<file path="src/rtl/cond_pkg.sv">
// cond_pkg: shared types and constants for the conditional-execution stage.
//   cond_e  - the 16 ARM condition codes carried in instruction bits [31:28]
//   flags_t - packed {N,Z,C,V} flag vector
//   FLAG_*  - bit positions of each flag inside flags_t
package cond_pkg;

  typedef enum logic [3:0] {
    COND_EQ = 4'b0000,
    COND_NE = 4'b0001,
    COND_CS = 4'b0010,
    COND_CC = 4'b0011,
    COND_MI = 4'b0100,
    COND_PL = 4'b0101,
    COND_VS = 4'b0110,
    COND_VC = 4'b0111,
    COND_HI = 4'b1000,
    COND_LS = 4'b1001,
    COND_GE = 4'b1010,
    COND_LT = 4'b1011,
    COND_GT = 4'b1100,
    COND_LE = 4'b1101,
    COND_AL = 4'b1110,
    COND_NV = 4'b1111
  } cond_e;

  typedef logic [3:0] flags_t;

  localparam int unsigned FLAG_N = 3;
  localparam int unsigned FLAG_Z = 2;
  localparam int unsigned FLAG_C = 1;
  localparam int unsigned FLAG_V = 0;

endpackage

</file>
<file path="src/rtl/cond_check.sv">
// cond_check: purely combinational condition evaluator.
// Ports:
//   Cond   in  [3:0] instruction condition field
//   Flags  in  [3:0] stored {N,Z,C,V}
//   CondEx out       1 when the condition passes; reserved code 1111 never passes
module cond_check
  import cond_pkg::*;
(
  input  logic [3:0] Cond,
  input  flags_t     Flags,
  output logic       CondEx
);

  logic w_n;
  logic w_z;
  logic w_c;
  logic w_v;
  logic w_ge;

  assign w_n  = Flags[FLAG_N];
  assign w_z  = Flags[FLAG_Z];
  assign w_c  = Flags[FLAG_C];
  assign w_v  = Flags[FLAG_V];
  assign w_ge = (w_n == w_v);

  always_comb begin
    CondEx = 1'b0;
    unique case (cond_e'(Cond))
      COND_EQ: CondEx = w_z;
      COND_NE: CondEx = ~w_z;
      COND_CS: CondEx = w_c;
      COND_CC: CondEx = ~w_c;
      COND_MI: CondEx = w_n;
      COND_PL: CondEx = ~w_n;
      COND_VS: CondEx = w_v;
      COND_VC: CondEx = ~w_v;
      COND_HI: CondEx = w_c & ~w_z;
      COND_LS: CondEx = ~w_c | w_z;
      COND_GE: CondEx = w_ge;
      COND_LT: CondEx = ~w_ge;
      COND_GT: CondEx = ~w_z & w_ge;
      COND_LE: CondEx = w_z | ~w_ge;
      COND_AL: CondEx = 1'b1;
      COND_NV: CondEx = 1'b0;
    endcase
  end

endmodule

</file>
<file path="src/rtl/cond_unit.sv">
// cond_unit: conditional-execution stage of the single-cycle ARM control unit.
// Holds the NZCV flag register and gates the decoder's write/branch intents
// with the condition result evaluated against the stored flags.
// Ports:
//   clk, reset  in        rising-edge clock, synchronous active-high reset
//   Cond        in  [3:0] instruction condition field
//   ALUFlags    in  [3:0] {N,Z,C,V} from the ALU
//   FlagW       in  [1:0] flag-write enables: [1] -> N,Z  [0] -> C,V
//   PCS/RegW/MemW in      raw PC / register / memory write requests
//   NoWrite     in        suppresses register write (compare/test ops)
//   PCSrc/RegWrite/MemWrite out  gated requests
//   CondEx      out       condition-passed indicator
//   Flags       out [3:0] stored {N,Z,C,V}
module cond_unit
  import cond_pkg::*;
#(
  parameter int unsigned FLAGW_WIDTH = 2
) (
  input  logic                   clk,
  input  logic                   reset,
  input  logic [3:0]             Cond,
  input  logic [3:0]             ALUFlags,
  input  logic [FLAGW_WIDTH-1:0] FlagW,
  input  logic                   PCS,
  input  logic                   RegW,
  input  logic                   MemW,
  input  logic                   NoWrite,
  output logic                   PCSrc,
  output logic                   RegWrite,
  output logic                   MemWrite,
  output logic                   CondEx,
  output logic [3:0]             Flags
);

  logic [1:0] r_flags_nz;
  logic [1:0] r_flags_cv;
  flags_t     w_flags;
  logic       w_cond_ex;

  assign w_flags = {r_flags_nz, r_flags_cv};

  // Condition is judged against the stored flags only, so an S-suffixed
  // instruction's own result becomes visible from the next cycle.
  cond_check u_cond_check (
    .Cond   (Cond),
    .Flags  (w_flags),
    .CondEx (w_cond_ex)
  );

  always_ff @(posedge clk) begin
    if (reset) begin
      r_flags_nz <= '0;
      r_flags_cv <= '0;
    end else if (w_cond_ex) begin
      if (FlagW[1]) r_flags_nz <= ALUFlags[FLAG_N:FLAG_Z];
      if (FlagW[0]) r_flags_cv <= ALUFlags[FLAG_C:FLAG_V];
    end
  end

  assign CondEx   = w_cond_ex;
  assign PCSrc    = PCS & w_cond_ex;
  assign RegWrite = RegW & w_cond_ex & ~NoWrite;
  assign MemWrite = MemW & w_cond_ex;
  assign Flags    = w_flags;

endmodule
</file>
<file path="config.mk">
export PLATFORM = sky130hd
export DESIGN_NAME = cond_unit
export DESIGN_NICKNAME = d
export VERILOG_FILES = /design/src/rtl/cond_pkg.sv /design/src/rtl/cond_check.sv /design/src/rtl/cond_unit.sv
export SDC_FILE = /design/constraint.sdc
export NUM_CORES = 1
export LEC_CHECK = 0
export BUFFER_PORTS_ARGS = -buffer_cell sky130_fd_sc_hd__buf_4
export CAP_MARGIN = 20
export CORE_AREA = 3 3 40 42
export CTS_BUF_LIST = sky130_fd_sc_hd__clkbuf_4 sky130_fd_sc_hd__clkbuf_8
export CTS_CLUSTER_DIAMETER = 150
export DETAILED_ROUTE_END_ITERATION = 10
export DIE_AREA = 0 0 43 45
export HOLD_SLACK_MARGIN = 0.15
export PLACE_DENSITY = 0.64
export SLEW_MARGIN = 20
export SYNTH_ARGS = -nofsm -noshare
export SYNTH_HDL_FRONTEND = slang
export SYNTH_HIERARCHICAL = 1
export SYNTH_SLANG_ARGS = --single-unit
</file>
<file path="constraint.sdc">
create_clock -name clk -period 5.4 [get_ports clk]
set_input_delay 0.54 -clock clk [delete_from_list [all_inputs] [get_ports clk]]
set_output_delay 0.54 -clock clk [all_outputs]
set_load 0.01 [all_outputs]
</file>
# Word-level counts from Yosys, hierarchy flattened
# Index checks and enable logic that the tools add are counted.
# W data, S select, Z words.
# op_classes
eq_ne,16
n_mux,1
bitwise,14
n_reduce_logical,3
# op_table
operator,count
$eq A4 B4 Y1 const B,8
$eq A4 B3 Y1 const B,4
$pmux W1 S16,1
$eq A4 B2 Y1 const B,2
$and A1 B1 Y1,6
$not A1 Y1,6
$eq A4 B1 Y1 const B,1
$logic_not A4 Y1,1
$reduce_and A2 Y1,2
$or A1 B1 Y1,2
$eq A1 B1 Y1,1
# word_totals
reg_bits,4
in_bits,16
out_inout_bits,8

# Logic depth before layout (Yosys ltp)
# logic_depth
depth_word,6
mapped_depth,9
depth_no_buf,7

# Cells and area by module
# The synthesis kept the hierarchy.
# by_module_without_submodules
module,instances,cells_per_inst,area_each_um2,seq_area_each_um2
cond_unit,1,21,193.9,80.1
cond_check,1,23,155.1,0.0

# Worst setup path before layout
# Ideal clock, no wire load.
# synth_timing
path_type,input -> output
start,input port Cond[0]
end,output port RegWrite
arrival_time_ps,2008
t_required_ps,4860
path_slack_ps,2852
cell_stages,9
n_path_buf,2
cell_sequence,buf_4 > nor2_1 > a211oi_1 > a2111oi_1 > a311oi_1 > o22ai_1 > buf_6 > nand2_1 > nor2_1
# synth_between
elab_chain_len,4
# synth_rtl
item,line,rtl
from (decl),cond_unit.sv:21,"input logic [3:0] Cond,"
$eq A4 B4 Y1 (tied with other cells),cond_check.sv:28,unique case (cond_e'(Cond))
$pmux W1 S16 (*),cond_check.sv:28,
net CondEx,cond_unit.sv:31,"output logic CondEx,"
$and A1 B1 Y1 (*) (2 in series),cond_unit.sv:62,assign RegWrite = RegW & w_cond_ex & ~NoWrite;
to (decl),cond_unit.sv:29,"output logic RegWrite,"
# Mark *: on every way through the listed nets, which the timed path passes. The rest lies on a longest branch.

# Worst setup path after layout
# layout_timing
start,register r_flags_cv[0]
end,output port PCSrc
# layout_between
elab_chain_len,5
# layout_rtl
item,line,rtl
from (decl),cond_unit.sv:36,logic [1:0] r_flags_cv;
from (signal assigned),cond_unit.sv:56,if (FlagW[0]) r_flags_cv <= ALUFlags[FLAG_C:FLAG_V];
$eq A1 B1 Y1,cond_check.sv:24,assign w_ge = (w_n == w_v);
$not A1 Y1,"cond_check.sv:40, cond_check.sv:42",
$or A1 B1 Y1,cond_check.sv:42,COND_LE: CondEx = w_z | ~w_ge;
$pmux W1 S16 (*),cond_check.sv:28,
$and A1 B1 Y1 (*),cond_unit.sv:61,assign PCSrc = PCS & w_cond_ex;
to (decl),cond_unit.sv:28,"output logic PCSrc,"
# Every way passes the cells marked *; elsewhere a longest branch is shown, timed or not.

==> results.md <==
- Commonest non-fill, non-tap cell in the layout: buf_4
- Crit start category: register
- Flip-flop and latch count after synthesis: 4
- Tmin final: 3.080 ns
- Sink Count: 4
- H-tree levels: 1
- CP Depth: 7
- Max IR drop VDD: approximately 0.088 mV
- Core Footprint: approximately 1300 um^2
- Root Driver: clkbuf_4
- RSZ-0062 raised after global routing: false
- Post-Syn Area: 349.1 um^2
- Post-CTS Hold Buffers: 0
- Tcrit/Tclk final: 57.04%
- Crit-path cells: xor2_1 -> xor2_1 -> a2111oi_1 -> a311oi_1 -> o22ai_1 -> and2_2 -> buf_4
- Critical Path Fanout Max: 12
- Vias per cell: about 4.9
- PortBufs: 23
- Pleak: between 0.2 and 0.25 nW
- CP dominant cell by count: xor2_1
- Hold crit path type: input pin to register
- Pre-CTS setup slack: 2.451 ns
- Synth warn: 6
- Routed WL: just under 900 um
- Largest net degree at the start of global routing: 13
- Layout cell share with drive strength beyond 1: 43.28%
- Antenna viol nets, final: 0
- WP data arrival: about 2.5 ns
- Layout area overhead: 54.84%
- Hold WS: approximately 0.49 ns
- Drt wl/cell: ~11 um
- Total power: 0.1123 mW
- # placed instances: 79
- Syn nets: 60
- Actual slew at the worst max-slew pin: 0.8271 ns
- Synth Flop Type: dfxtp_1
- Seq/Total Area, Yosys: a little under a quarter
- Worst Reg-to-Reg Cells: 7
- Final WS setup: between 2 and 2.5 ns
- Fmax achieved: ~320 MHz
- Power Dens Cells: ~210 nW/um^2
- Clock Latency Late Sink: approximately 0.24 ns
- Pins Over Slew Limit: 0
- Vias in the first global route: between 300 and 400
- Total grt overflow: 0
- DRT iter0 DRCs: 6
- Overall Global Routing Usage: between 10% and 20%
- Post-synth cell types: 25
- Async set-reset flop share out of synthesis: 0%
- Endpoints failing hold: 0
- Postcts setup bufs: 0
- Total CTS buffers: 3
- # DRC: 0
- Post-Layout Cell Count: around 80
- Skew final: ~0.00055 ns
- Max-Cap Viols: 0
- I/O pins: 24
- CTS clk-pin slew, worst paths: ~0.04 ns
- Global-route wire length before repair: around 1500 um
- Worst Path Buf+Inv: 1
- Post-synth EDFFs: 0
- CP Class: register to output pin
- Worst slew margin: 44.86%
- Crit-path leading delay family: compound AO/OA/AOI/OAI gates
- Via count: 398
- Initial antenna violation count: 0
- Final #Nets: 85
- Cts repair resizes: 0
- Starting Density: between 20% and 30%
- Worst setup EP type: output pin
- CP required: about 5 ns
- DRT Pass-1 Iters: 4
- Max clock buf depth: 2
- Syn_area_per_cell: 7.934 um^2
- Row count: 13
- Die width: 43 um
- Die area: roughly 1900 um^2
- GPL Wtd Cong: 0.6533
- CTS tree: yes
- Final Setup Violations: 0
- CP peak stage delay: about 0.64 ns
- Worst path slowest cell: o22ai_1
- Most frequent cells in the layout: buf_4, a21oi_1, nand3_1, dfxtp_1
- # diodes: 0
- Die H: between 40 and 50 um
- Status: complete, no violations
- TNS Setup: 0 ns
- Hold Path Cell Cnt: 2
- Mapped Cells: between 40 and 50
==> registers in the layout, indices dropped and copies added, names as in the netlist <==
signal      flops
r_flags_cv      2
r_flags_nz      2
==> power breakdown <==
| group | switching [mW] | internal, mW | total (mW) | leakage, nW |
|---|---|---|---|---|
| Combinational | 0.0181 | 0.0224 | 0.0405 | 0.202 |
| Sequential | 0.00264 | 0.0316 | 0.0343 | 0.0327 |
| Clock | 0.0126 | 0.0249 | 0.0375 | 0.0138 |
==> worst register-to-register path, cell delays in order, from the launching register on <==
cell	delay, ns
dfxtp_1	0.38
xor2_1	0.28
xor2_1	0.10
a2111oi_1	0.43
a311oi_1	0.08
o22ai_1	0.64
a21bo_2	0.24
a21oi_1	0.07
==> worst paths after layout <==
path	slack, ns	start	endpoint
min reg2reg	0.62	r_flags_nz[1]	r_flags_nz[1]
max reg2reg	3.07	r_flags_cv[0]	r_flags_nz[0]
max	2.32	r_flags_cv[0]	PCSrc
min	0.49	reset	r_flags_cv[0]
==> cells by family after synthesis <==
logic type	after synthesis	synth area share (%)
xor gates and xnor gates	4	10.04
DFF	4	22.94
AOI/OAI and AO/OA	17	34.77
buffers and inverters	4	7.525
and+or+nand+nor	14	21.86
muxes	1	2.867
==> metrics by stage <==
stage | instance area (um^2) | util, %
floorplan | 349.1 | -
global placement | 518.0 | 40.31
detailed placement | 518.0 | 40.31
CTS | 540.5 | 42.06
global route | 540.5 | 42.06
finish | 540.5 | 42.06
==> cells in the mapped netlist, types with 2 or more instances <==
| library cell | number | area, um^2 |
|---|---|---|
| a21oi_1 | 7 | 35.03 |
| dfxtp_1 | 4 | 80.08 |
| nand3_1 | 4 | 20.02 |
| a21bo_1 | 3 | 30.03 |
| nor2_1 | 3 | 11.26 |
| xor2_1 | 3 | 26.28 |
| and2_2 | 2 | 15.01 |
==> per-layer routing <==
layer,up-vias,part of all wire (%),GRT usage [%]
met1,169,44,13.01
met3,2,8.5,2.789
met5,-,0,0
met2,19,46,15.27
met4,0,1.6,7.229
li1,208,-,-
==> cell type report <==
type                            count  area (um^2)
Fill cell                         134        744.5
Multi-Input combinational cell     36        242.7
Timing Repair Buffer               23        172.7
Sequential cell                     4        80.08
Clock buffer                        3        22.52
Tap cell                           15        18.77
Inverter                            1        3.754
Note: power is estimated with default switching activity, not from simulation.
